**src/rtl/depth_book_levels.sv**
```systemverilog
// Two-sided price-level book: one sorted level array per side, updated by
// absolute-quantity depth events through an IDLE/APPLY/PUBLISH sequencer.

module depth_book_side #(
    parameter int DEPTH  = 8,
    parameter int PX_W   = 32,
    parameter int QTY_W  = 32,
    parameter bit IS_ASK = 1'b0
) (
    input  logic             clk,
    input  logic             rst_n,
    input  logic             upd,
    input  logic [PX_W-1:0]  price,
    input  logic [QTY_W-1:0] qty,
    output logic [PX_W-1:0]  top_px,
    output logic [QTY_W-1:0] top_qty,
    output logic [4:0]       count,
    output logic             miss,
    output logic             evict
);
    logic [DEPTH-1:0][PX_W-1:0]  px_q, px_d, px_up, px_dn;
    logic [DEPTH-1:0][QTY_W-1:0] qty_q, qty_d, qty_up, qty_dn;
    logic [4:0]                  cnt_q, cnt_d;
    logic [DEPTH-1:0]            vld, match, ins, after;
    logic                        hit, full, run, prev_ins;

    // Unused slots are kept zero so shifting in from past the end is harmless.
    assign px_up  = {{PX_W{1'b0}}, px_q[DEPTH-1:1]};
    assign px_dn  = {px_q[DEPTH-2:0], {PX_W{1'b0}}};
    assign qty_up = {{QTY_W{1'b0}}, qty_q[DEPTH-1:1]};
    assign qty_dn = {qty_q[DEPTH-2:0], {QTY_W{1'b0}}};

    always_comb begin
        run = 1'b0;
        for (int i = 0; i < DEPTH; i++) begin
            vld[i]   = 5'(i) < cnt_q;
            match[i] = vld[i] && (px_q[i] == price);
            // ins marks slots that the new level or a shifted-down level lands in
            ins[i]   = !vld[i] || (IS_ASK ? (price < px_q[i]) : (price > px_q[i]));
            run      = run | match[i];
            after[i] = run;
        end
    end

    assign hit  = |match;
    assign full = (cnt_q == 5'(DEPTH));

    always_comb begin
        px_d     = px_q;
        qty_d    = qty_q;
        cnt_d    = cnt_q;
        miss     = 1'b0;
        evict    = 1'b0;
        prev_ins = 1'b0;
        if (hit) begin
            if (qty != '0) begin
                for (int i = 0; i < DEPTH; i++)
                    if (match[i]) qty_d[i] = qty;
            end else begin
                for (int i = 0; i < DEPTH; i++)
                    if (after[i]) begin
                        px_d[i]  = px_up[i];
                        qty_d[i] = qty_up[i];
                    end
                cnt_d = cnt_q - 5'd1;
            end
        end else if (qty == '0) begin
            miss = 1'b1;
        end else if (full && !ins[DEPTH-1]) begin
            evict = 1'b1;
        end else begin
            for (int i = 0; i < DEPTH; i++) begin
                if (ins[i]) begin
                    px_d[i]  = prev_ins ? px_dn[i]  : price;
                    qty_d[i] = prev_ins ? qty_dn[i] : qty;
                end
                prev_ins = ins[i];
            end
            evict = full;
            cnt_d = full ? cnt_q : cnt_q + 5'd1;
        end
    end

    always_ff @(posedge clk or negedge rst_n) begin
        if (!rst_n) begin
            px_q  <= '0;
            qty_q <= '0;
            cnt_q <= '0;
        end else if (upd) begin
            px_q  <= px_d;
            qty_q <= qty_d;
            cnt_q <= cnt_d;
        end
    end

    assign top_px  = px_q[0];
    assign top_qty = qty_q[0];
    assign count   = cnt_q;
endmodule

module depth_book_levels #(
    parameter int DEPTH = 8,
    parameter int PX_W  = 32,
    parameter int QTY_W = 32
) (
    input  logic             clk,
    input  logic             rst_n,
    input  logic             ev_valid,
    output logic             ev_ready,
    input  logic             ev_side,
    input  logic [PX_W-1:0]  ev_price,
    input  logic [QTY_W-1:0] ev_qty,
    input  logic [63:0]      ev_update_id,
    output logic [PX_W-1:0]  best_bid_px,
    output logic [QTY_W-1:0] best_bid_qty,
    output logic [PX_W-1:0]  best_ask_px,
    output logic [QTY_W-1:0] best_ask_qty,
    output logic [4:0]       bid_count,
    output logic [4:0]       ask_count,
    output logic             bbo_valid,
    output logic             crossed,
    output logic [15:0]      stale_cnt,
    output logic [15:0]      miss_cnt,
    output logic [15:0]      evict_cnt
);
    typedef enum logic [1:0] {IDLE, APPLY, PUBLISH} state_t;

    state_t            state_q, state_d;
    logic              side_q;
    logic [PX_W-1:0]   px_q;
    logic [QTY_W-1:0]  qty_q;
    logic [63:0]       id_q, last_id_q;
    logic              first_q;
    logic              stale, apply_ok, cross_now;

    logic [1:0][PX_W-1:0]  top_px;
    logic [1:0][QTY_W-1:0] top_qty;
    logic [1:0][4:0]       cnt;
    logic [1:0]            upd, miss, evict;

    assign stale    = !first_q && (id_q <= last_id_q);
    assign apply_ok = (state_q == APPLY) && !stale;
    assign ev_ready = (state_q == IDLE);

    always_comb begin
        state_d = state_q;
        case (state_q)
            IDLE:    if (ev_valid) state_d = APPLY;
            APPLY:   state_d = stale ? IDLE : PUBLISH;
            PUBLISH: state_d = IDLE;
            default: state_d = IDLE;
        endcase
    end

    for (genvar s = 0; s < 2; s++) begin : g_side
        assign upd[s] = apply_ok && (side_q == 1'(s));
        depth_book_side #(
            .DEPTH (DEPTH),
            .PX_W  (PX_W),
            .QTY_W (QTY_W),
            .IS_ASK(s == 1)
        ) u_side (
            .clk    (clk),
            .rst_n  (rst_n),
            .upd    (upd[s]),
            .price  (px_q),
            .qty    (qty_q),
            .top_px (top_px[s]),
            .top_qty(top_qty[s]),
            .count  (cnt[s]),
            .miss   (miss[s]),
            .evict  (evict[s])
        );
    end

    assign cross_now = (cnt[0] != 5'd0) && (cnt[1] != 5'd0) && (top_px[0] >= top_px[1]);

    function automatic logic [15:0] sat_inc(input logic [15:0] v);
        return (v == 16'hFFFF) ? v : v + 16'd1;
    endfunction

    always_ff @(posedge clk or negedge rst_n) begin
        if (!rst_n) begin
            state_q      <= IDLE;
            side_q       <= 1'b0;
            px_q         <= '0;
            qty_q        <= '0;
            id_q         <= '0;
            last_id_q    <= '0;
            first_q      <= 1'b1;
            best_bid_px  <= '0;
            best_bid_qty <= '0;
            best_ask_px  <= '0;
            best_ask_qty <= '0;
            bid_count    <= '0;
            ask_count    <= '0;
            bbo_valid    <= 1'b0;
            crossed      <= 1'b0;
            stale_cnt    <= '0;
            miss_cnt     <= '0;
            evict_cnt    <= '0;
        end else begin
            state_q   <= state_d;
            bbo_valid <= 1'b0;
            if (state_q == IDLE && ev_valid) begin
                side_q <= ev_side;
                px_q   <= ev_price;
                qty_q  <= ev_qty;
                id_q   <= ev_update_id;
            end
            if (state_q == APPLY) begin
                if (stale) begin
                    stale_cnt <= sat_inc(stale_cnt);
                end else begin
                    last_id_q <= id_q;
                    first_q   <= 1'b0;
                    if (miss[side_q])  miss_cnt  <= sat_inc(miss_cnt);
                    if (evict[side_q]) evict_cnt <= sat_inc(evict_cnt);
                end
            end
            if (state_q == PUBLISH) begin
                best_bid_px  <= top_px[0];
                best_bid_qty <= top_qty[0];
                best_ask_px  <= top_px[1];
                best_ask_qty <= top_qty[1];
                bid_count    <= cnt[0];
                ask_count    <= cnt[1];
                crossed      <= cross_now;
                bbo_valid    <= 1'b1;
            end
        end
    end
endmodule
```
**config.mk**
```make
export PLATFORM = sky130hd
export DESIGN_NAME = depth_book_levels
export DESIGN_NICKNAME = d
export VERILOG_FILES = /design/src/rtl/depth_book_levels.sv
export SDC_FILE = /design/constraint.sdc
export NUM_CORES = 2
export LEC_CHECK = 0
export CORE_UTILIZATION = 41
export DETAILED_ROUTE_END_ITERATION = 8
export SYNTH_ARGS = -nofsm -noshare
export SYNTH_HDL_FRONTEND = slang
export SYNTH_SLANG_ARGS = --single-unit
```
**constraint.sdc**
```tcl
create_clock -name clk -period 4.93 [get_ports clk]
set_input_delay 0.7395 -clock clk [delete_from_list [all_inputs] [get_ports clk]]
set_output_delay 0.7395 -clock clk [all_outputs]
set_load 0.01 [all_outputs]
```
# Word-level counts from Yosys, hierarchy flattened
# Index checks and enable logic that the tools add are counted.
dict set report totals {
  regBits 1418
  in_bits 132
  output_inout_bits 189
  elab_cells 460
}
dict set report classes {
  n_addsub 7
  n_lt_le_gt_ge 35
  n_eq_ne 76
  mux 149
  bitwise 19
  reduce_logical 122
}
# operator n
set ops {}
lappend ops {{$mux W256} 16}
lappend ops {{$mux W32} 106}
lappend ops {{$eq A32 B32 Y1} 16}
lappend ops {{$gt A32 B32 Y1} 8}
lappend ops {{$lt A32 B32 Y1} 8}
lappend ops {{$reduce_and A6 Y1} 30}
lappend ops {{$ne A3 B2 Y1 const B} 26}
lappend ops {{$le A64 B64 Y1} 1}
lappend ops {{$mux W5} 10}
lappend ops {{$add A16 B1 Y16 const B} 3}
lappend ops {{$eq A16 B16 Y1 const B} 3}
lappend ops {{$lt A3 B5 Y1 const A} 8}
lappend ops {{$ne A2 B1 Y1 const B} 20}
lappend ops {{$ge A32 B32 Y1} 1}
lappend ops {{$logic_not A32 Y1} 1}
lappend ops {{$reduce_bool A2 Y1} 16}
lappend ops {{$reduce_bool A32 Y1} 1}
lappend ops {{$logic_and A1 B1 Y1} 25}
lappend ops {{$logic_not A1 Y1} 20}
lappend ops {{$lt A1 B5 Y1 const A} 4}
lappend ops {{$lt A2 B5 Y1 const A} 4}
lappend ops {{$reduce_and A5 Y1} 4}
lappend ops {{$logic_or A1 B1 Y1} 16}
lappend ops {{$reduce_or A8 Y1} 2}
lappend ops {{18 further kinds} 59}

# Depth between registers and ports, before layout
dict set report logic_depth {
  word_depth 12
  depth_mapped 20
  depth_no_buf 14
}

# Hierarchy
# A second synthesis with hierarchy kept.
dict set report unflattened {
  hier_cells 9163
  hier_area_um2 89298.1
}
# mod n_inst cells_per_inst area_each_um2 seq_area_each_um2
set by_module_without_submodules {}
lappend by_module_without_submodules {{depth_book_side (g_side[0].u_side)} 1 4002 36692.7 12937.4}
lappend by_module_without_submodules {{depth_book_side (g_side[1].u_side)} 1 3823 35581.6 12937.4}
lappend by_module_without_submodules {depth_book_levels 1 1338 17023.8 9610.5}

# Worst setup path before layout
# OpenSTA, ideal clock, no wires.
dict set report synth_timing {
  path_type {flip-flop to flip-flop}
  start {reg px_q[0]}
  end {reg g_side[1].u_side.qty_q (netlist bit g_side[1].u_side.qty_dn[230])}
  setup_time_ps 125
  t_arrival_ps 5167
  required_ps 4805
  slack_ps -361
  stages_incl_launch_ff 19
  path_buffers 7
  period_less_slack_ps 5291
  cell_sequence {dfrtp_1 > clkbuf_1 > clkinv_1 > ha_1 > nand4_1 > nor4_1 > nand4_1 > and3_1 > nand4_4 > clkbuf_1 > clkbuf_1 > clkbuf_1 > clkbuf_1 > ha_1 > clkbuf_1 > a21oi_1 > o221ai_1 > clkbuf_1 > mux2_2}
}
dict set report synth_between {
  elab_chain_cells 10
  word_cells_on_any_way 42
  cone_classes {order compare: 3; eq/ne: 12; mux: 5; bitwise: 6; reduce/logical: 16}
}
# element line
set synth_rtl {}
lappend synth_rtl {{start: declaration} 130} ;# logic [PX_W-1:0] px_q;
lappend synth_rtl {{start signal: assignment} 207} ;# px_q <= ev_price;
lappend synth_rtl {{$eq A32 B32 Y1} 37} ;# match[i] = vld[i] && (px_q[i] == price);
lappend synth_rtl {{$logic_and A1 B1 Y1} 37}
lappend synth_rtl {{$or A1 B1 Y1 (6 in series)} 40} ;# run = run | match[i];
lappend synth_rtl {{$ne A3 B2 Y1 (no line)} -}
lappend synth_rtl {{$reduce_and A6 Y1 (no line)} -}
lappend synth_rtl {{end signal: assignment} 91} ;# qty_q <= qty_d;
lappend synth_rtl {{end: declaration} 22} ;# logic [DEPTH-1:0][QTY_W-1:0] qty_q, qty_d, qty_up, qty_dn;
# Several ways; a longest one is shown, not always the timed one. The select of a mux whose other input is x is not followed.
# A chain may end at the register's enable or synchronous reset.

# Worst setup path in the final report
dict set report layout_timing {
  start {reg g_side[0].u_side.px_q (netlist bit g_side[0].u_side.px_dn[189])}
  end {reg g_side[0].u_side.qty_q (netlist bit g_side[0].u_side.qty_dn[162])}
}
dict set report layout_between {
  elab_chain_cells 5
  word_cells_on_any_way 13
  cone_classes {order compare: 1; eq/ne: 5; mux: 1; bitwise: 1; reduce/logical: 5}
}
# element line
set layout_rtl {}
lappend layout_rtl {{start: declaration} 21} ;# logic [DEPTH-1:0][PX_W-1:0] px_q, px_d, px_up, px_dn;
lappend layout_rtl {{start signal: assignment} 90} ;# px_q <= px_d;
lappend layout_rtl {{parallel branches: the longest is 5 deep, another holds $gt A32 B32 Y1} -}
lappend layout_rtl {{end signal: assignment} 91}
lappend layout_rtl {{end: declaration} 22}
# Several ways; the timed one is not identified.

==> summary.txt <==
Outcome
  – Status: finished clean

STA
  – Final period utilization: 99.6%
  – Setup violators final: 0
  – Final min period: 4910 ps
  – Relative slew margins: 22.4%
  – F_max: 0.204 GHz
  – Slew @ Worst Pin: 1150 ps
  – Worst Skew: 33.1 ps
  – Hold Vio Cnt, Final: 0
  – Final Max Slew Viols: 0
  – Final setup margin: 18.6 ps

Setup path
  – Critical Path AT: 5610 ps
  – Critical Path RT: 5630 ps
  – Critical Path Sink Type: flop
  – FF-to-FF End: g_side[0].u_side.qty_dn[162]
  – Worst r2r path cells: 14
  – Crit path max fanout: 32
  – Launching point of the worst reg2reg path: g_side[0].u_side.px_dn[189]
  – Critical Path Start Type: flop
  – Reg2reg setup slack: 20 ps
  – Crit Path Class: reg2reg

Yosys
  – Mapped Avg Cell Area: 9.40 um^2
  – EDFF count, synth: 0
  – Distinct cells, synth: 88
  – Synth Flop Type: dfrtp_1
  – Async SR Flop Fraction: 100%
  – Share of the synthesized area in the top cell type: 41.4%
  – Post-Syn Instances: 9106
  – Sequential share of the synthesized area: 41.4%
  – #FFs+latches synth: 1418
  – Number of synthesis warnings: 0
  – Mapped cell area: 85600 um^2
  – Synth area leaders: dfrtp_1 (41%), ha_1 (9.1%), mux2_2 (8.2%)
  – Yosys top cell by area: dfrtp_1
  – Net Count, Synth: 9863

Floorplan
  – Placeable Area: 207000 um^2
  – Die W: 459 um
  – Initial Utilization: 41.3%
  – Die area: 211000 um^2
  – Ports: 321
  – # rows: 167
  – DIE HEIGHT: 459 um

Routing
  – Routed met2 length: 118 mm
  – Met3 wire length: 19.6 mm
  – Drt first pass iters: 6
  – Max layer used: met5
  – DR iter-0 viols: 5774
  – Vias per inst: 5.66
  – DRC: 0
  – Vias: 69100
  – Met1 WL: 125 mm
  – WL final: 271 mm
  – Post-route ant nets: 0
  – WL per Instance: 22.2 um

Global routing
  – First-pass GRT wire length: 417 mm
  – GRT Overall Usage: 25.4%
  – Largest net degree at the start of global routing: 201
  – Initial antenna violation count: 20
  – Grt ovf: 0
  – Vias in the first global route: 68300

Place
  – Count of input and output buffers: 320
  – RD Place Congestion: 0.913
  – Final HPWL DP: 186 mm
  – Pre-CTS setup slack: 109 ps

Final layout
  – Layout filler cell count: 19400
  – Proportion of layout cells with a drive suffix above 1: 14.4%
  – Fin util: 47.9%
  – Area grow syn2layout: 15.9%
  – Final net count: 10100

Clocking
  – Clk buf depth: 3
  – Num CTS Buffers: 169
  – Clk root buf: clkbuf_16
  – Clock sinks: 1418
  – CTS clk-pin slew, worst paths: 60 ps
  – CTS tree: yes
  – # H-tree levels: 4
  – Clk_lat worst skew: 840 ps

Power and ir drop
  – Max rail drop VDD: 0.773 mV
  – Power Dens Cells: 715 nW/um^2
  – Leakage: 46.4 nW

Worst hold path
  – Hold EP: best_ask_qty[30]
  – Hold wc startpoint: best_ask_qty[30]
  – Hold Path Depth: 2
  – Class of the worst hold path: reg2reg

Flow run
  – Max-Cap Viols: 0
what timing repair did:
action | 4_1_cts | 5_1_grt
buffers inserted | 0 | 2
endpoints found under the hold margin | 88 | 0
hold buffers | 1 | 0
resized for setup | 0 | 0
endpoints found under the setup margin | 0 | 14
state kept, by name, indices dropped and copies added, names as in the netlist, 10 cells and up:
signal                 flops
g_side.u_side.qty_dn     384
g_side.u_side.top_px      64
g_side.u_side.count       10
miss_cnt                  16
best_bid_qty              32
g_side.u_side.qty_q       64
g_side.u_side.px_dn      384
qty_q                     32
g_side.u_side.px_q        64
last_id_q                 64
best_ask_qty              32
g_side.u_side.top_qty     64
px_q                      32
best_bid_px               32
evict_cnt                 16
stale_cnt                 16
best_ask_px               32
id_q                      64
kinds of logic after synthesis:
logic type	Yosys count	share of synthesized area, %
xor+xnor	54	0.552
flops	1418	41.4
buf+inv	1306	6.02
simple gates	2164	11.2
compound gates	2163	14.4
mux	1376	17.3
fa+ha+maj	625	9.13
worst max path at each step:
stage,start,endpoint,slack (ps),cells after the start
6_report,g_side[0].u_side.px_dn[189],g_side[0].u_side.qty_dn[162],20,14
5_1_grt,g_side[0].u_side.px_dn[187],g_side[0].u_side.qty_dn[162],-30,14
4_1_cts,g_side[0].u_side.px_dn[187],g_side[0].u_side.qty_dn[197],80,14
3_5_place_dp,g_side[0].u_side.px_dn[189],g_side[0].u_side.qty_dn[206],110,14
3_3_place_gp,g_side[0].u_side.px_dn[189],g_side[0].u_side.qty_dn[204],90,14
2_1_floorplan,px_q[0],g_side[1].u_side.qty_dn[129],140,18
cell usage in the layout (no fill, tap or decap), types with 10 or more instances in the layout:
| cell | n |
|---|---|
| xnor2_1 | 45 |
| o22ai_1 | 69 |
| and3_1 | 19 |
| a221oi_1 | 18 |
| o211a_1 | 32 |
| nor3_1 | 62 |
| bufinv_16 | 10 |
| clkdlybuf4s50_1 | 319 |
| mux2i_1 | 697 |
| buf_4 | 266 |
| nand3_1 | 214 |
| clkbuf_8 | 33 |
| o21a_1 | 16 |
| clkinv_2 | 21 |
| o211ai_1 | 22 |
| clkbuf_16 | 173 |
| nand2_2 | 10 |
| o21ai_0 | 660 |
| inv_1 | 663 |
| a211oi_1 | 82 |
| nand2b_1 | 13 |
| nand2_1 | 1089 |
| nor2_1 | 417 |
| buf_12 | 81 |
| mux2_2 | 620 |
| ha_1 | 625 |
| clkbuf_1 | 39 |
| dfrtp_1 | 1417 |
| and4_1 | 12 |
| o31ai_1 | 67 |
| nor4_1 | 31 |
| nand4_1 | 161 |
| a21o_1 | 163 |
| mux2_4 | 50 |
| nor2b_1 | 65 |
| a21oi_1 | 949 |
layer usage:
layer  global-route usage, %  vias to the layer above
met4                    8.48                       20
li1                        -                    32300
met1                    36.1                    34400
met2                    37.9                     2042
met5                       0                        -
met3                    5.49                      418
Yosys cell counts (62+ instances only):
library cell / n
a211oi_1: 82
inv_1: 663
clkbuf_1: 434
a21oi_1: 950
buf_1: 68
mux2_2: 620
nor2b_1: 65
nor2_1: 422
mux2i_1: 697
o21ai_0: 662
buf_2: 112
a21o_1: 163
dfrtp_1: 1417
ha_1: 625
nand3_1: 215
o22ai_1: 69
nand4_1: 161
nand2_1: 1099
nor3_1: 62
o31ai_1: 69
power breakdown:
group | leakage, nW | total (W) | switching [W] | internal, W
registers | 18.2 | 0.0202 | 0.00392 | 0.0163
clock network | 2.72 | 0.0128 | 0.00532 | 0.00744
logic | 25.4 | 0.0380 | 0.0220 | 0.0160
layout make-up:
type                    instances  area, um^2  area share, %
clock buffers                 244        4900           4.94
multi-input cells            6382       45300           45.6
well taps                    2788        3490           3.51
flip-flops and latches       1418       35500           35.8
inverters                     668        2510           2.53
diodes                          2        5.00        0.00504
clock inverters                50         684          0.690
repair buffers                669        6870           6.93
stage by stage:
stage	instance area (um^2)	std cells	power, W	setup TNS, ps	hold slack [ps]
global placement	93600	11900	0.0566	0	460
floorplan	85600	9106	0.0445	0	444
finish	99300	12200	0.0710	0	468
CTS	99200	12200	0.0710	0	443
detailed placement	93600	11900	0.0578	0	462
global route	99300	12200	0.0763	-48.7	488
worst max-delay path: stages (launching register included):
cell	delay [ps]
dfrtp_1	480
inv_1	80
ha_1	300
nand4_1	350
or4_1	670
or4_4	600
nand3_1	170
or3_4	210
clkinv_2	90
ha_1	320
nor2_1	180
nand3_1	260
a221o_2	480
buf_12	230
mux2_1	340
Note: power is estimated with default switching activity, not from simulation.
